**src/rtl/debounce_bank.sv**
```systemverilog
// debounce_bank: a bank of N_CH button debouncers that run fully in parallel.
// Each channel passes its raw button level through a 2-flop synchronizer. A
// 4-state FSM then accepts a new level only after the level has been stable
// for DB_CYCLES clocks.
//
// Optional long-press detection is enabled by the macro DEBOUNCE_LONGPRESS_EN.
// When the macro is undefined, long_press is tied to 0 and no long-press
// counter logic is built.
//
// Ports:
//   clk         system clock; all state changes on the rising edge
//   reset       asynchronous, active-high reset
//   button_in   [N_CH] raw, bouncing button levels
//   db_level    [N_CH] debounced level, registered
//   rise_tick   [N_CH] one-cycle pulse when db_level goes 0->1
//   fall_tick   [N_CH] one-cycle pulse when db_level goes 1->0
//   long_press  [N_CH] high while the button is held past LONG_CYCLES

module debounce_lane #(
  parameter int DB_CYCLES   = 1_000_000,
  parameter int LONG_CYCLES = 100_000_000
) (
  input  logic clk,
  input  logic reset,
  input  logic button_in,
  output logic db_level,
  output logic rise_tick,
  output logic fall_tick,
  output logic long_press
);
  localparam int MAXC = (DB_CYCLES > LONG_CYCLES) ? DB_CYCLES : LONG_CYCLES;
  localparam int CW   = $clog2(MAXC) + 1;
  localparam logic [CW-1:0] DB_LAST = CW'(DB_CYCLES - 1);

  typedef enum logic [1:0] {STABLE_LO, WAIT_HI, STABLE_HI, WAIT_LO} state_t;

  state_t        state_q, state_d;
  logic [CW-1:0] cnt_q, cnt_d;
  logic          sync1_q, sync2_q;
  logic          db_q, db_d;
  logic          rise_q, rise_d;
  logic          fall_q, fall_d;

  // The raw input is asynchronous. Only sync1_q samples it.
  always_ff @(posedge clk or posedge reset) begin
    if (reset) begin
      sync1_q <= 1'b0;
      sync2_q <= 1'b0;
    end else begin
      sync1_q <= button_in;
      sync2_q <= sync1_q;
    end
  end

`ifdef DEBOUNCE_LONGPRESS_EN
  localparam logic [CW-1:0] LONG_LAST = CW'(LONG_CYCLES - 1);
  logic lp_q, lp_d;
`endif

  always_comb begin
    state_d = state_q;
    cnt_d   = cnt_q;
    db_d    = db_q;
    rise_d  = 1'b0;
    fall_d  = 1'b0;
`ifdef DEBOUNCE_LONGPRESS_EN
    lp_d    = lp_q;
`endif
    case (state_q)
      STABLE_LO: begin
        cnt_d = '0;
        if (sync2_q) state_d = WAIT_HI;
      end
      WAIT_HI: begin
        if (!sync2_q) begin
          state_d = STABLE_LO;
          cnt_d   = '0;
        end else if (cnt_q == DB_LAST) begin
          state_d = STABLE_HI;
          cnt_d   = '0;
          db_d    = 1'b1;
          rise_d  = 1'b1;
        end else begin
          cnt_d = cnt_q + 1'b1;
        end
      end
      STABLE_HI: begin
        if (!sync2_q) begin
          state_d = WAIT_LO;
          cnt_d   = '0;
`ifdef DEBOUNCE_LONGPRESS_EN
          // A release bounce drops long_press for good. The channel must be
          // held for another full LONG_CYCLES to raise it again.
          lp_d    = 1'b0;
`endif
        end else begin
`ifdef DEBOUNCE_LONGPRESS_EN
          // The counter saturates at LONG_LAST. long_press latches there.
          if (cnt_q == LONG_LAST) lp_d = 1'b1;
          else                    cnt_d = cnt_q + 1'b1;
`else
          cnt_d = '0;
`endif
        end
      end
      WAIT_LO: begin
        if (sync2_q) begin
          state_d = STABLE_HI;
          cnt_d   = '0;
        end else if (cnt_q == DB_LAST) begin
          state_d = STABLE_LO;
          cnt_d   = '0;
          db_d    = 1'b0;
          fall_d  = 1'b1;
        end else begin
          cnt_d = cnt_q + 1'b1;
        end
      end
      default: begin
        state_d = STABLE_LO;
        cnt_d   = '0;
      end
    endcase
  end

  always_ff @(posedge clk or posedge reset) begin
    if (reset) begin
      state_q <= STABLE_LO;
      cnt_q   <= '0;
      db_q    <= 1'b0;
      rise_q  <= 1'b0;
      fall_q  <= 1'b0;
    end else begin
      state_q <= state_d;
      cnt_q   <= cnt_d;
      db_q    <= db_d;
      rise_q  <= rise_d;
      fall_q  <= fall_d;
    end
  end

`ifdef DEBOUNCE_LONGPRESS_EN
  always_ff @(posedge clk or posedge reset) begin
    if (reset) lp_q <= 1'b0;
    else       lp_q <= lp_d;
  end
  assign long_press = lp_q;
`else
  assign long_press = 1'b0;
`endif

  assign db_level  = db_q;
  assign rise_tick = rise_q;
  assign fall_tick = fall_q;
endmodule

module debounce_bank #(
  parameter int N_CH        = 4,
  parameter int DB_CYCLES   = 1_000_000,
  parameter int LONG_CYCLES = 100_000_000
) (
  input  logic            clk,
  input  logic            reset,
  input  logic [N_CH-1:0] button_in,
  output logic [N_CH-1:0] db_level,
  output logic [N_CH-1:0] rise_tick,
  output logic [N_CH-1:0] fall_tick,
  output logic [N_CH-1:0] long_press
);
  for (genvar i = 0; i < N_CH; i++) begin : g_ch
    debounce_lane #(
      .DB_CYCLES  (DB_CYCLES),
      .LONG_CYCLES(LONG_CYCLES)
    ) u_lane (
      .clk       (clk),
      .reset     (reset),
      .button_in (button_in[i]),
      .db_level  (db_level[i]),
      .rise_tick (rise_tick[i]),
      .fall_tick (fall_tick[i]),
      .long_press(long_press[i])
    );
  end
endmodule
```
**config.mk**
```make
export PLATFORM = sky130hd
export DESIGN_NAME = debounce_bank
export DESIGN_NICKNAME = d
export VERILOG_FILES = /design/src/rtl/debounce_bank.sv
export SDC_FILE = /design/constraint.sdc
export NUM_CORES = 1
export LEC_CHECK = 0
export BUFFER_PORTS_ARGS = -buffer_cell sky130_fd_sc_hd__buf_2
export CELL_PAD_IN_SITES_DETAIL_PLACEMENT = 1
export CELL_PAD_IN_SITES_GLOBAL_PLACEMENT = 1
export CORE_MARGIN = 10
export CORE_UTILIZATION = 53
export DETAILED_ROUTE_END_ITERATION = 6
export GPL_ROUTABILITY_DRIVEN = 0
export HOLD_SLACK_MARGIN = 0.12
export PLACE_DENSITY_LB_ADDON = 0.3
export SLEW_MARGIN = 20
export SYNTH_ARGS = -nofsm -noshare
export SYNTH_HDL_FRONTEND = slang
export SYNTH_HIERARCHICAL = 1
export SYNTH_SLANG_ARGS = --single-unit
```
**constraint.sdc**
```tcl
create_clock -name clk -period 3 [get_ports clk]
set_input_delay 0.15 -clock clk [delete_from_list [all_inputs] [get_ports clk]]
set_output_delay 0.15 -clock clk [all_outputs]
set_load 0.005 [all_outputs]
```
==> results.yml <==
status:
  outcome: "finished, final reports clean"
synthesis:
  ys.flop_type: "dfrtp_1"
  netlist_area_um2: 7060
  ys_ff_latch: 140
  yosysMostFrequentCell: "dfrtp_1"
  syn_inst: 692
  synthTopCellsByCount: "dfrtp_1 (140), nor2_1 (64), a21oi_1 (49)"
  synth_cell_types: 48
  ys_async_sr_fraction_pct: 100
  synth_top_area_share_pct: 49.6
  synth_nets: 702
  syn_avg_cell_area_um2: 10.2
  ys_seq_area_share_pct: 49.6
  synth_edf_count: 0
  synth_top_cell_by_area: "dfrtp_1"
  ys_warn_count: 6
  synth_area_leaders: "dfrtp_1 (50%), a21oi_1 (3.5%), nor2_1 (3.4%)"
floorplan:
  rows: 42
  coreArea_um2: 13100
  die_area_um2: 18300
  die_h_um: 135
  start_util_pct: 53.7
  die_w_um: 135
  ioPinCount: 22
sta:
  tightest_slew_ps: 915
  rsz0062_at_grt: "false"
  max_clock_freq_ghz: 0.407
  finalHoldViolCount: 0
  final-max-slew-violation-count: 0
  fin_crit_sh_pct: 82.0
  finalClockSkew_ps: 8.72
  finalSetupTns_ps: 0
  min_period_ps: 2460
  relSlewSlack_pct: 38.6
  setup_viol: 0
global_routing:
  antenna_found_initial: 0
  grt_max_degree: 36
  grtUsageTotal_pct: 20.4
  overflow: 0
  grt_pass1_wl_mm: 30.4
  grt_pass1_vias: 6088
pwr:
  p_int_w: 0.00350
  leakage_nw: 3.21
  p_clk_share_pct: 54.1
  p_seq_share_pct: 43.6
  p_per_area_nw_per_um2: 552
  ir_drop_mv: 0.425
  switching_share_pct: 20.4
  power_switching_w: 0.000899
  pwr-share-comb_pct: 2.3
worst_hold_path:
  min_path_cells: 0
  holdPathEnd: "g_ch[0].u_lane/sync2_q$_DFF_PP0_"
  hp-start: "g_ch[0].u_lane/sync1_q$_DFF_PP0_"
  hold_class: "reg -> reg"
cells_and_area:
  areaGrowthSynthToFinish_pct: 12.9
  drive_gt1_share_pct: 12.7
  utilization_pct: 60.7
  fill_cells: 1434
  num-nets-final: 723
  final-seq-area_um2: 3500
  diodes: 0
  multi_input_comb_area_um2: 3280
route:
  wirelength_mm: 17.7
  firstDrtPassIters: 4
  wl_per_cell_um: 19.6
  drcViolationCount: 0
  vias: 5506
  drt_iter0_markers: 410
  ant_nets: 0
  via_per_inst: 6.10
clock_network:
  clkSlewWorstSetupHoldPaths_ps: 60
  cts_max_path_buffers: 2
  root_buffer: "clkbuf_16"
  cts_buffers: 17
  tritoncts: "yes"
  cts_resized: 0
  insertion_delay_ps: 420
  clock_sinks: 140
  cts_max_level: 4
critical_path:
  worstReg2RegStart: "g_ch[0].u_lane/cnt_q[20]$_DFF_PP0_"
  path_cells: "nor4_1 -> nand4_1 -> o311ai_4 -> buf_4 -> a21oi_1"
  arrival_ps: 2740
  crit_type: "reg -> reg"
  cp_slowest_cell: "o311ai_4"
  cp_max_fo: 17
  cp.required_ps: 3280
  reg2reg_depth: 5
  r2r-end: "g_ch[0].u_lane/cnt_q[25]$_DFF_PP0_"
  end_kind: "flip-flop"
  startpoint_type: "flip-flop"
  cpPeakStageDelay_ps: 660
  rrSetupSlack_ps: 540
run:
  maxCapViolations: 0
placed_design:
  dpl.hpwl_mm: 11.2
  io_buffers: 17
[sequential cells by signal, indices dropped and copies added, names as in the netlist, named ones only]
name                   cells
g_ch.u_lane/db_level       4
g_ch.u_lane/sync2_q        4
g_ch.u_lane/cnt_q        112
g_ch.u_lane/sync1_q        4
g_ch.u_lane/state_q        4
g_ch.u_lane/rise_tick      4
g_ch.u_lane/fall_tick      4
[cells by family (layout without fill, tap and decap cells)]
kind of cell / count (synthesis) / in the layout / synth area share (%)
AND/OR/NAND/NOR: 310 / 310 / 27.0
AO/OA/AOI/OAI: 122 / 122 / 11.4
adder cells (fa/ha/maj): 4 / 4 / 0.709
multiplexers: 4 / 4 / 0.638
flip-flops: 140 / 140 / 49.6
XOR/XNOR: 53 / 53 / 6.57
buffers and inverters: 55 / 89 / 3.88
other: 4 / 4 / 0.213
[worst max-delay path, delay by kind of cell, from the launching register on]
kind	cells	cell delay, ps
buffers and inverters	1	350
and+or+nand+nor	2	790
DFF	1	430
AOI/OAI and AO/OA	2	750
[power by group through the flow]
| stage | registers [W] | clock network, W | logic (W) |
|---|---|---|---|
| global route | 0.00192 | 0.00250 | 0.000119 |
| global placement | 0.00195 | 0 | 0.0000956 |
| detailed placement | 0.00195 | 0 | 0.000100 |
| CTS | 0.00192 | 0.00242 | 0.000106 |
| floorplan | 0.00195 | 0 | 0.0000729 |
| finish | 0.00192 | 0.00238 | 0.000103 |
[repair_timing]
item | 4_1_cts | 5_1_grt
endpoints found under the hold margin | 134 | 0
hold buffers | 5 | 0
buffers inserted | 0 | 0
[stage by stage]
step | power (W) | cell area [um2] | instances | hold WS, ps | setup WS, ps
final | 0.00440 | 7970 | 902 | 348 | 541
after floorplan | 0.00202 | 7060 | 692 | 181 | 995
after CTS | 0.00445 | 7970 | 902 | 340 | 601
after global placement | 0.00204 | 7260 | 865 | 258 | 808
after global routing | 0.00454 | 7970 | 902 | 359 | 434
after detailed placement | 0.00205 | 7260 | 865 | 261 | 717
[metal layers]
metal,part of all wire (%),GRT usage [%],vias to the layer above
met5,0,0,-
met2,53,35.7,70
met1,42,23.8,2818
li1,-,-,2595
met3,3.0,4.86,23
met4,1.6,7.30,0
[worst max path at each step]
stage / from / end / slack [ps] / cells past startpoint
CTS: g_ch[0].u_lane/cnt_q[20]$_DFF_PP0_ / g_ch[0].u_lane/cnt_q[25]$_DFF_PP0_ / 600 / 5
global route: g_ch[0].u_lane/cnt_q[20]$_DFF_PP0_ / g_ch[0].u_lane/cnt_q[21]$_DFF_PP0_ / 430 / 5
finish: g_ch[0].u_lane/cnt_q[20]$_DFF_PP0_ / g_ch[0].u_lane/cnt_q[25]$_DFF_PP0_ / 540 / 5
floorplan: g_ch[0].u_lane/cnt_q[0]$_DFF_PP0_ / g_ch[0].u_lane/cnt_q[24]$_DFF_PP0_ / 1000 / 6
detailed placement: g_ch[1].u_lane/cnt_q[2]$_DFF_PP0_ / g_ch[1].u_lane/cnt_q[27]$_DFF_PP0_ / 720 / 4
global placement: g_ch[0].u_lane/cnt_q[20]$_DFF_PP0_ / g_ch[0].u_lane/cnt_q[19]$_DFF_PP0_ / 810 / 5
[cell usage in the layout, fill, tap and decap left out, types with 23 or more instances in the layout]
master,count
a21oi_1,49
dfrtp_1,140
inv_1,25
nand2_1,34
nand3_1,32
nand4_1,32
nor2_1,64
o21ai_0,25
o31ai_1,29
or3_1,28
or4_1,23
xnor2_1,27
xor2_1,26
[cell type report]
| type | instances | share of cell area [%] |
|---|---|---|
| sequential | 140 | 44.0 |
| tap | 176 | 2.76 |
| inverter | 26 | 1.22 |
| clock inverter | 14 | 2.79 |
| multi-input combinational | 497 | 41.2 |
| clock buffer | 18 | 5.51 |
| timing repair buffer | 31 | 2.54 |
Power figures use the tool's default switching activity.
